===== src/rtl/idev_serial_rx.sv =====
// Serial receiver for CPU input device 0: recovers 7-bit async frames from rxd by
// mid-bit sampling and holds the last good character plus a new-data toggle flag.
module idev_serial_rx #(
    parameter int CLKS_PER_BIT = 16,
    parameter bit PARITY_EN    = 1'b0,
    parameter bit PARITY_ODD   = 1'b0
) (
    input  logic       clk,
    input  logic       rst_bar,
    input  logic       rxd,
    output logic [7:0] idev_data,
    output logic       busy,
    output logic       frame_err,
    output logic       parity_err,
    output logic [2:0] dbg_state
);

    typedef enum logic [2:0] {
        S_IDLE   = 3'd0,
        S_START  = 3'd1,
        S_DATA   = 3'd2,
        S_PARITY = 3'd3,
        S_STOP   = 3'd4,
        S_WAITHI = 3'd5
    } state_t;

    localparam logic [7:0] FULL_CNT = 8'(CLKS_PER_BIT);
    localparam logic [7:0] HALF_CNT = 8'(CLKS_PER_BIT / 2);

    state_t      state_q, state_d;
    logic        sync1_q, sync2_q, prev_q;
    logic [7:0]  cnt_q, cnt_d;
    logic [2:0]  bit_q, bit_d;
    logic [6:0]  shift_q, shift_d;
    logic        par_bad_q, par_bad_d;
    logic [7:0]  data_q, data_d;
    logic        busy_q, busy_d;
    logic        ferr_q, ferr_d;
    logic        perr_q, perr_d;
    logic        rxs;
    logic        tick;

    assign rxs  = sync2_q;
    // Counter reads 1 in the cycle of the sample point.
    assign tick = (cnt_q == 8'd1);

    always_ff @(posedge clk or negedge rst_bar) begin
        if (!rst_bar) begin
            sync1_q   <= 1'b1;
            sync2_q   <= 1'b1;
            prev_q    <= 1'b1;
            state_q   <= S_IDLE;
            cnt_q     <= 8'd0;
            bit_q     <= 3'd0;
            shift_q   <= 7'd0;
            par_bad_q <= 1'b0;
            data_q    <= 8'h00;
            busy_q    <= 1'b0;
            ferr_q    <= 1'b0;
            perr_q    <= 1'b0;
        end else begin
            sync1_q   <= rxd;
            sync2_q   <= sync1_q;
            prev_q    <= sync2_q;
            state_q   <= state_d;
            cnt_q     <= cnt_d;
            bit_q     <= bit_d;
            shift_q   <= shift_d;
            par_bad_q <= par_bad_d;
            data_q    <= data_d;
            busy_q    <= busy_d;
            ferr_q    <= ferr_d;
            perr_q    <= perr_d;
        end
    end

    always_comb begin
        state_d   = state_q;
        cnt_d     = (cnt_q != 8'd0) ? cnt_q - 8'd1 : cnt_q;
        bit_d     = bit_q;
        shift_d   = shift_q;
        par_bad_d = par_bad_q;
        data_d    = data_q;
        ferr_d    = 1'b0;
        perr_d    = 1'b0;

        case (state_q)
            S_IDLE: begin
                if (!rxs && prev_q) begin
                    state_d   = S_START;
                    cnt_d     = HALF_CNT;
                    bit_d     = 3'd0;
                    par_bad_d = 1'b0;
                end
            end
            S_START: begin
                if (tick) begin
                    if (rxs) begin
                        state_d = S_IDLE;
                    end else begin
                        state_d = S_DATA;
                        cnt_d   = FULL_CNT;
                    end
                end
            end
            S_DATA: begin
                if (tick) begin
                    shift_d = {rxs, shift_q[6:1]};
                    cnt_d   = FULL_CNT;
                    if (bit_q == 3'd6) begin
                        state_d = PARITY_EN ? S_PARITY : S_STOP;
                    end else begin
                        bit_d = bit_q + 3'd1;
                    end
                end
            end
            S_PARITY: begin
                if (tick) begin
                    par_bad_d = ((^shift_q) ^ rxs) != PARITY_ODD;
                    cnt_d     = FULL_CNT;
                    state_d   = S_STOP;
                end
            end
            S_STOP: begin
                if (tick) begin
                    if (rxs) begin
                        state_d = S_IDLE;
                        if (par_bad_q) begin
                            perr_d = 1'b1;
                        end else begin
                            data_d = {~data_q[7], shift_q};
                        end
                    end else begin
                        // Bad stop: wait for the line to return high so a break reports once.
                        state_d = S_WAITHI;
                        ferr_d  = 1'b1;
                        perr_d  = par_bad_q;
                    end
                end
            end
            S_WAITHI: begin
                if (rxs) begin
                    state_d = S_IDLE;
                end
            end
            default: begin
                state_d = S_IDLE;
            end
        endcase

        busy_d = (state_d != S_IDLE);
    end

    assign idev_data  = data_q;
    assign busy       = busy_q;
    assign frame_err  = ferr_q;
    assign parity_err = perr_q;
    assign dbg_state  = state_q;

endmodule


===== config.mk =====
export PLATFORM = sky130hd
export DESIGN_NAME = idev_serial_rx
export DESIGN_NICKNAME = d
export VERILOG_FILES = /design/src/rtl/idev_serial_rx.sv
export SDC_FILE = /design/constraint.sdc
export NUM_CORES = 1
export LEC_CHECK = 0
export CORE_ASPECT_RATIO = 0.5
export CORE_MARGIN = 5
export CORE_UTILIZATION = 44
export CTS_CLUSTER_DIAMETER = 60
export DETAILED_ROUTE_END_ITERATION = 10
export SYNTH_ARGS = -nofsm -noshare
export SYNTH_HDL_FRONTEND = slang
export SYNTH_SLANG_ARGS = --single-unit

===== constraint.sdc =====
create_clock -name clk -period 2.43 [get_ports clk]
set_clock_uncertainty 0.2 [all_clocks]
set_input_delay 0.486 -clock clk [delete_from_list [all_inputs] [get_ports clk]]
set_output_delay 0.486 -clock clk [all_outputs]
set_load 0.005 [all_outputs]

==> run_results.csv, run 1 <==
group,metric,value,unit
run,drv_cap,0,
power_and_ir_drop,combinationalPowerShare,36.1,%
critical_path,reg2reg_from,"cnt_q[5]",
power_and_ir_drop,powerDensity,955,mW/mm2
detailed_routing,antenna_left,0,
critical_path,endpoint_kind,"flip-flop",
grt,grtUsageTotal,14.4,%
layout,fin_area,0.00209,mm2
grt,grtUsageMet1,18.8,%
grt,use_met3,4.33,%
grt,grt.busiest_layer,"met2",
grt,grt-ovfl-total,0,
place,io_buffers,16,
detailed_routing,drt-total-wl,3.28,mm
worst_hold_path,whs_path_depth,0,
yosys,syn_nets,163,
critical_path,cp.arrival,2220,ps
die,die_h,54.8,um
die,core,0.00388,mm2
critical_path,path_delay_family,"simple AND/OR/NAND/NOR gates",
clock_network,cts_setup_buffers,0,
critical_path,r2r_slack,170,ps
timing,slew_violations,0,
worst_hold_path,min_from,"sync1_q",
detailed_routing,routed_via_density,5.24,
clock_network,hold_buffers,0,
place,placed_area,0.00200,mm2
die,die_x,99.6,um
layout,layout-drive-gt1-share,11.2,%
clock_network,cts_resized,0,
critical_path,crit_fanout,9,
yosys,ys_ff_latch,36,
detailed_routing,wl_per_cell,14.1,um
grt,grt_pass1_wl,6.02,mm
detailed_routing,dr.pass1.iters,4,
die,initial_utilization,45.4,%
critical_path,slowest_delay,730,ps
place,gp_congestion,0.786,
timing,max_freq,0.442,GHz
timing,hold_violations,0,
layout,fin_nets,185,
power_and_ir_drop,p_clk_share,21.9,%
grt,antenna_found_initial,0,
clock_network,numCtsBuffers,5,
clock_network,clk_pin_slew,70,ps
power_and_ir_drop,sequentialPowerShare,42.0,%
yosys,synth_area,0.00176,mm2
grt,met2_usage,23.2,%
worst_hold_path,worstHoldPathType,"flip-flop to flip-flop",
yosys,async_flop_share,100,%
clock_network,cts_sinks,36,
power_and_ir_drop,p_leak,0.948,nW
clock_network,clkLatencyLatePin,290,ps
outcome,status,"finished, final reports clean",
timing,setup-violations-final,0,
die,die-area,0.00545,mm2
timing,tns,0,ps
yosys,yosysWarnings,0,
critical_path,crit_buf_inv,0,
clock_network,cts_buffer_depth,2,
place,hpwl,2.31,mm
yosys,yosysSeqAreaShare,51.3,%
clock_network,cts_htree_levels,2,
critical_path,regToRegEndpoint,"busy",
detailed_routing,drc_errors,0,
worst_hold_path,hold-path-endpoint,"rxs",
power_and_ir_drop,p_int,1.28,mW
clock_network,cts_tree,"built",
yosys,synth.distinct_cells,45,
timing,fin_crit,2260,ps
die,rows,16,
critical_path,path_cells,"or4_1, o311a_1, and4bb_1, nand4bb_1",
critical_path,r2r_cells,4,
layout,diodes,0,
detailed_routing,via_count,1220,
timing,worst_slew_pin_slew,448,ps
timing,fin_crit_sh,93.2,%
yosys,syn_inst,156,
layout,fin_cells,233,
die,ioPinCount,17,
grt,grt_pass1_vias,1286,
layout,syn2layout_area_growth,18.7,%
clock_network,root_buffer,"clkbuf_8",
power_and_ir_drop,peakVddDrop,0.340,mV
power_and_ir_drop,p_sw,0.719,mW
critical_path,critPathSlowestCell,"or4_1",
critical_path,criticalPathCategory,"flip-flop to flip-flop",
critical_path,worstSetupStartpointType,"flip-flop",
yosys,syn_avg_cell_area,11.3,um2
yosys,synth-edff-count,0,
timing,grt_setup_unrepaired,"no",
place,dp.cells,225,
grt,grt_max_degree,37,
timing,max_slew_margin,70.1,%
power_and_ir_drop,swShare,36.0,%
layout,fill_cells,369,
critical_path,cp.required,2390,ps
detailed_routing,drtIter0Drc,65,
yosys,ys.flop_type,"dfrtp_1",
-- flip-flops by register name (all words and copies together) (netlist names), 3 cells and up --
| signal | flops |
|---|---|
| cnt_q | 8 |
| idev_data | 8 |
| shift_q | 7 |
| bit_q | 3 |
| dbg_state | 3 |
-- layout by cell type (no fill, tap or decap), types with 2 or more instances in the layout --
cell              n
a21oi_1           4
a32oi_1           2
and2_1            2
buf_4             5
clkbuf_1          2
clkbuf_8          6
clkdlybuf4s50_1  16
dfrtp_1          33
dfstp_2           3
ha_1              4
inv_1             7
mux2_1           10
mux2_2            3
nand2_1           6
nand2b_1          3
nand3_1           5
nor2_1           12
nor2b_1           2
nor3b_1           2
nor4_1            2
o21ai_1           9
o31ai_1           2
or3b_1            2
or4_1             2
xnor2_1          13
-- cell type report --
| type | count | area (um2) | area share (%) |
|---|---|---|---|
| well taps | 54 | 67.6 | 3.23 |
| repair buffers | 21 | 198 | 9.44 |
| flip-flops and latches | 36 | 905 | 43.2 |
| multi-input cells | 107 | 807 | 38.6 |
| clock buffers | 8 | 90.1 | 4.30 |
| inverters | 7 | 26.3 | 1.26 |
-- power by group through the flow --
| stage | clock [mW] | sequential (mW) | combinational [mW] |
|---|---|---|---|
| floorplan | 0 | 0.809 | 0.547 |
| global placement | 0 | 0.848 | 0.709 |
| detailed placement | 0 | 0.852 | 0.718 |
| CTS | 0.450 | 0.841 | 0.724 |
| global route | 0.481 | 0.865 | 0.814 |
| finish | 0.438 | 0.840 | 0.721 |
-- per-layer routing --
metal,vias up,part of all wire (%)
met5,-,0
met4,0,0.58
met3,2,3.1
met2,18,46
met1,602,51
li1,598,-
-- how the worst max path moves through the flow --
stage	to	cells past startpoint	from	slack, ps
2_1_floorplan	busy	5	cnt_q[4]	350
3_3_place_gp	idev_data[6]	4	cnt_q[5]	190
3_5_place_dp	idev_data[0]	4	cnt_q[5]	180
4_1_cts	idev_data[2]	4	cnt_q[5]	170
5_1_grt	busy	4	cnt_q[5]	20
6_report	busy	4	cnt_q[5]	170
-- cell families (layout without fill, tap and decap cells) --
family | after synthesis | in the layout | synth area share, %
and+or+nand+nor | 49 | 49 | 17.5
DFF | 36 | 36 | 51.3
AOI/OAI and AO/OA | 26 | 26 | 9.58
xor gates and xnor gates | 14 | 14 | 6.95
muxes | 14 | 14 | 8.87
buffers and inverters | 13 | 36 | 2.98
adders and majority gates | 4 | 4 | 2.84
-- cell usage after synthesis, types with 3 or more instances --
library cell / count / area share, %
o21ai_1: 9 / 2.6
inv_1: 7 / 1.5
dfrtp_1: 33 / 47
nand2b_1: 3 / 1.1
a21oi_1: 4 / 1.1
clkbuf_1: 5 / 1.1
dfstp_2: 3 / 4.5
nand3_1: 5 / 1.4
mux2_2: 3 / 1.9
xnor2_1: 13 / 6.5
nand2_1: 6 / 1.3
ha_1: 4 / 2.8
nor2_1: 12 / 2.6
mux2_1: 10 / 6.4
-- per-stage QoR --
step | power (mW) | hold WS, ps | worst slack, ps | util (%)
after CTS | 2.02 | 159 | 169 | 53.9
after global placement | 1.56 | 146 | 193 | 51.6
after detailed placement | 1.57 | 149 | 176 | 51.6
final | 2.00 | 158 | 165 | 53.9
after floorplan | 1.36 | -9.59 | 345 | -
after global routing | 2.16 | 165 | 23.9 | 53.9
(Power assumes the default switching activity.)
==> run 2, diff against run 1 <==
--- a/config.mk
+++ b/config.mk
@@ -7,9 +7,10 @@
 export LEC_CHECK = 0
 export CORE_ASPECT_RATIO = 0.5
 export CORE_MARGIN = 5
-export CORE_UTILIZATION = 44
+export CORE_UTILIZATION = 55
 export CTS_CLUSTER_DIAMETER = 60
 export DETAILED_ROUTE_END_ITERATION = 10
+export PLACE_DENSITY = 0.77
 export SYNTH_ARGS = -nofsm -noshare
 export SYNTH_HDL_FRONTEND = slang
 export SYNTH_SLANG_ARGS = --single-unit
==> run 2 against run 1 <==
Worst setup slack got worse by 9.8 ps. Sequential share of layout area is 0.16 points higher. Final cell count is 6.4% lower. Sequential power rose by 0.7%. First-iteration DRC count rose by 74%. Combinational power decreased by 2.9%. Cell area is 0.36% lower. Power grew 2.9%. Fmax is 0.43% lower. Global-route usage is 1.9 points higher. Utilization grew 15 points. Critical path type unchanged. Critical endpoint is now idev_data[0]. Largest cell class unchanged. Largest power group unchanged. Highest routed layer unchanged.
==> run_results.csv, run 2 (synthesized netlist as in run 1, its figures left out) <==
group,metric,value,unit
place,hpwl,2.32,mm
timing,max_slew_margin,70.2,%
place,gp_congestion,0.870,
timing,worst_slew_pin_slew,447,ps
layout,fill_cells,237,
clock_network,numCtsBuffers,5,
worst_hold_path,worstHoldPathType,"flip-flop to flip-flop",
power_and_ir_drop,sequentialPowerShare,41.1,%
critical_path,endpoint_kind,"flip-flop",
detailed_routing,dr.pass1.iters,5,
timing,grt_setup_unrepaired,"no",
critical_path,r2r_cells,4,
detailed_routing,routed_via_density,5.72,
die,die_x,90.1,um
grt,antenna_found_initial,0,
place,io_buffers,16,
detailed_routing,drt-total-wl,3.24,mm
run,drv_cap,0,
outcome,status,"finished, final reports clean",
detailed_routing,drc_errors,0,
die,ioPinCount,17,
timing,setup-violations-final,0,
critical_path,path_cells,"or4_1, nor2_4, nand4b_4, mux2_1",
worst_hold_path,whs_path_depth,0,
critical_path,crit_buf_inv,0,
critical_path,critPathSlowestCell,"or4_1",
clock_network,cts_setup_buffers,0,
power_and_ir_drop,powerDensity,986,mW/mm2
die,die-area,0.00451,mm2
clock_network,cts_sinks,36,
critical_path,criticalPathCategory,"flip-flop to flip-flop",
grt,grtUsageTotal,16.3,%
die,initial_utilization,58.2,%
detailed_routing,wl_per_cell,14.9,um
layout,fin_nets,184,
timing,max_freq,0.440,GHz
critical_path,slowest_delay,740,ps
power_and_ir_drop,peakVddDrop,0.494,mV
timing,fin_crit,2270,ps
detailed_routing,antenna_left,0,
power_and_ir_drop,p_clk_share,24.8,%
clock_network,hold_buffers,0,
critical_path,cp.required,2400,ps
power_and_ir_drop,p_leak,0.952,nW
timing,hold_violations,0,
die,die_h,50.1,um
clock_network,cts_resized,0,
layout,syn2layout_area_growth,18.2,%
timing,tns,0,ps
clock_network,cts_buffer_depth,2,
power_and_ir_drop,p_int,1.35,mW
clock_network,clkLatencyLatePin,290,ps
layout,final_cell_mix,"dfrtp_1 (33), clkdlybuf4s50_1 (16), xnor2_1 (13), nor2_1 (12), mux2_1 (10)",
clock_network,clk_pin_slew,70,ps
grt,grt-ovfl-total,0,
die,rows,14,
timing,fin_crit_sh,93.6,%
clock_network,root_buffer,"clkbuf_8",
power_and_ir_drop,swShare,34.6,%
detailed_routing,via_count,1247,
critical_path,path_delay_family,"simple AND/OR/NAND/NOR gates",
clock_network,cts_htree_levels,2,
critical_path,crit_cells,4,
layout,fin_util,68.8,%
layout,diodes,0,
grt,grt_pass1_wl,5.78,mm
timing,slew_violations,0,
power_and_ir_drop,p_sw,0.711,mW
detailed_routing,drtIter0Drc,113,
grt,grt_pass1_vias,1198,
die,core,0.00303,mm2
critical_path,cp.arrival,2240,ps
critical_path,crit_fanout,9,
layout,layout-drive-gt1-share,11.2,%
clock_network,cts_tree,"built",
critical_path,worstSetupStartpointType,"flip-flop",
power_and_ir_drop,combinationalPowerShare,34.0,%
layout,final_common_cell,"dfrtp_1",
grt,grt_max_degree,37,
-- run 2: worst paths after layout --
kind / slack (ps) / startpoint / endpoint
worst max-delay path: 160 / cnt_q[4] / idev_data[0]
worst min-delay path: 150 / sync1_q / rxs
worst max register to register: 160 / cnt_q[4] / idev_data[0]
worst min register to register: 150 / sync1_q / rxs
max in group asynchronous: 1260 / rst_bar / sync1_q
min in group asynchronous: 410 / rst_bar / idev_data[7]
-- run 2: area by class of cell --
type	count	area, um2	share of cell area [%]
Clock buffer	6	72.6	3.48
Clock inverter	2	35.0	1.68
Inverter	7	26.3	1.26
Multi-Input combinational cell	107	807	38.7
Sequential cell	36	905	43.4
Tap cell	40	50.0	2.40
Timing Repair Buffer	20	190	9.12
-- run 2: worst reg2reg max path, cell delays in order, from the launching register on --
cell	delay [ps]
dfrtp_1	440
or4_1	740
nor2_4	220
nand4b_4	200
mux2_1	370
-- run 2: layer usage --
layer,part of all wire [%],vias to the layer above,GRT usage (%)
met5,0,-,0
met4,1.1,0,7.43
met3,4.3,3,4.56
met2,50,36,26.0
met1,44,610,20.8
li1,-,598,-
-- run 2: power groups by stage --
stage	logic, mW	clock network (mW)	registers [mW]
3_3_place_gp	0.682	0	0.849
2_1_floorplan	0.547	0	0.809
5_1_grt	0.796	0.569	0.866
3_5_place_dp	0.699	0	0.854
4_1_cts	0.704	0.531	0.845
6_report	0.700	0.511	0.846
-- run 2: through the flow --
stage	cells	setup WS [ps]	hold WS, ps	cell area [um2]	power, mW
3_3_place_gp	210	193	146	1980	1.53
6_report	218	155	154	2090	2.06
5_1_grt	218	51.6	173	2090	2.23
3_5_place_dp	210	136	148	1980	1.55
2_1_floorplan	156	345	-9.59	1760	1.36
4_1_cts	218	144	158	2090	2.08
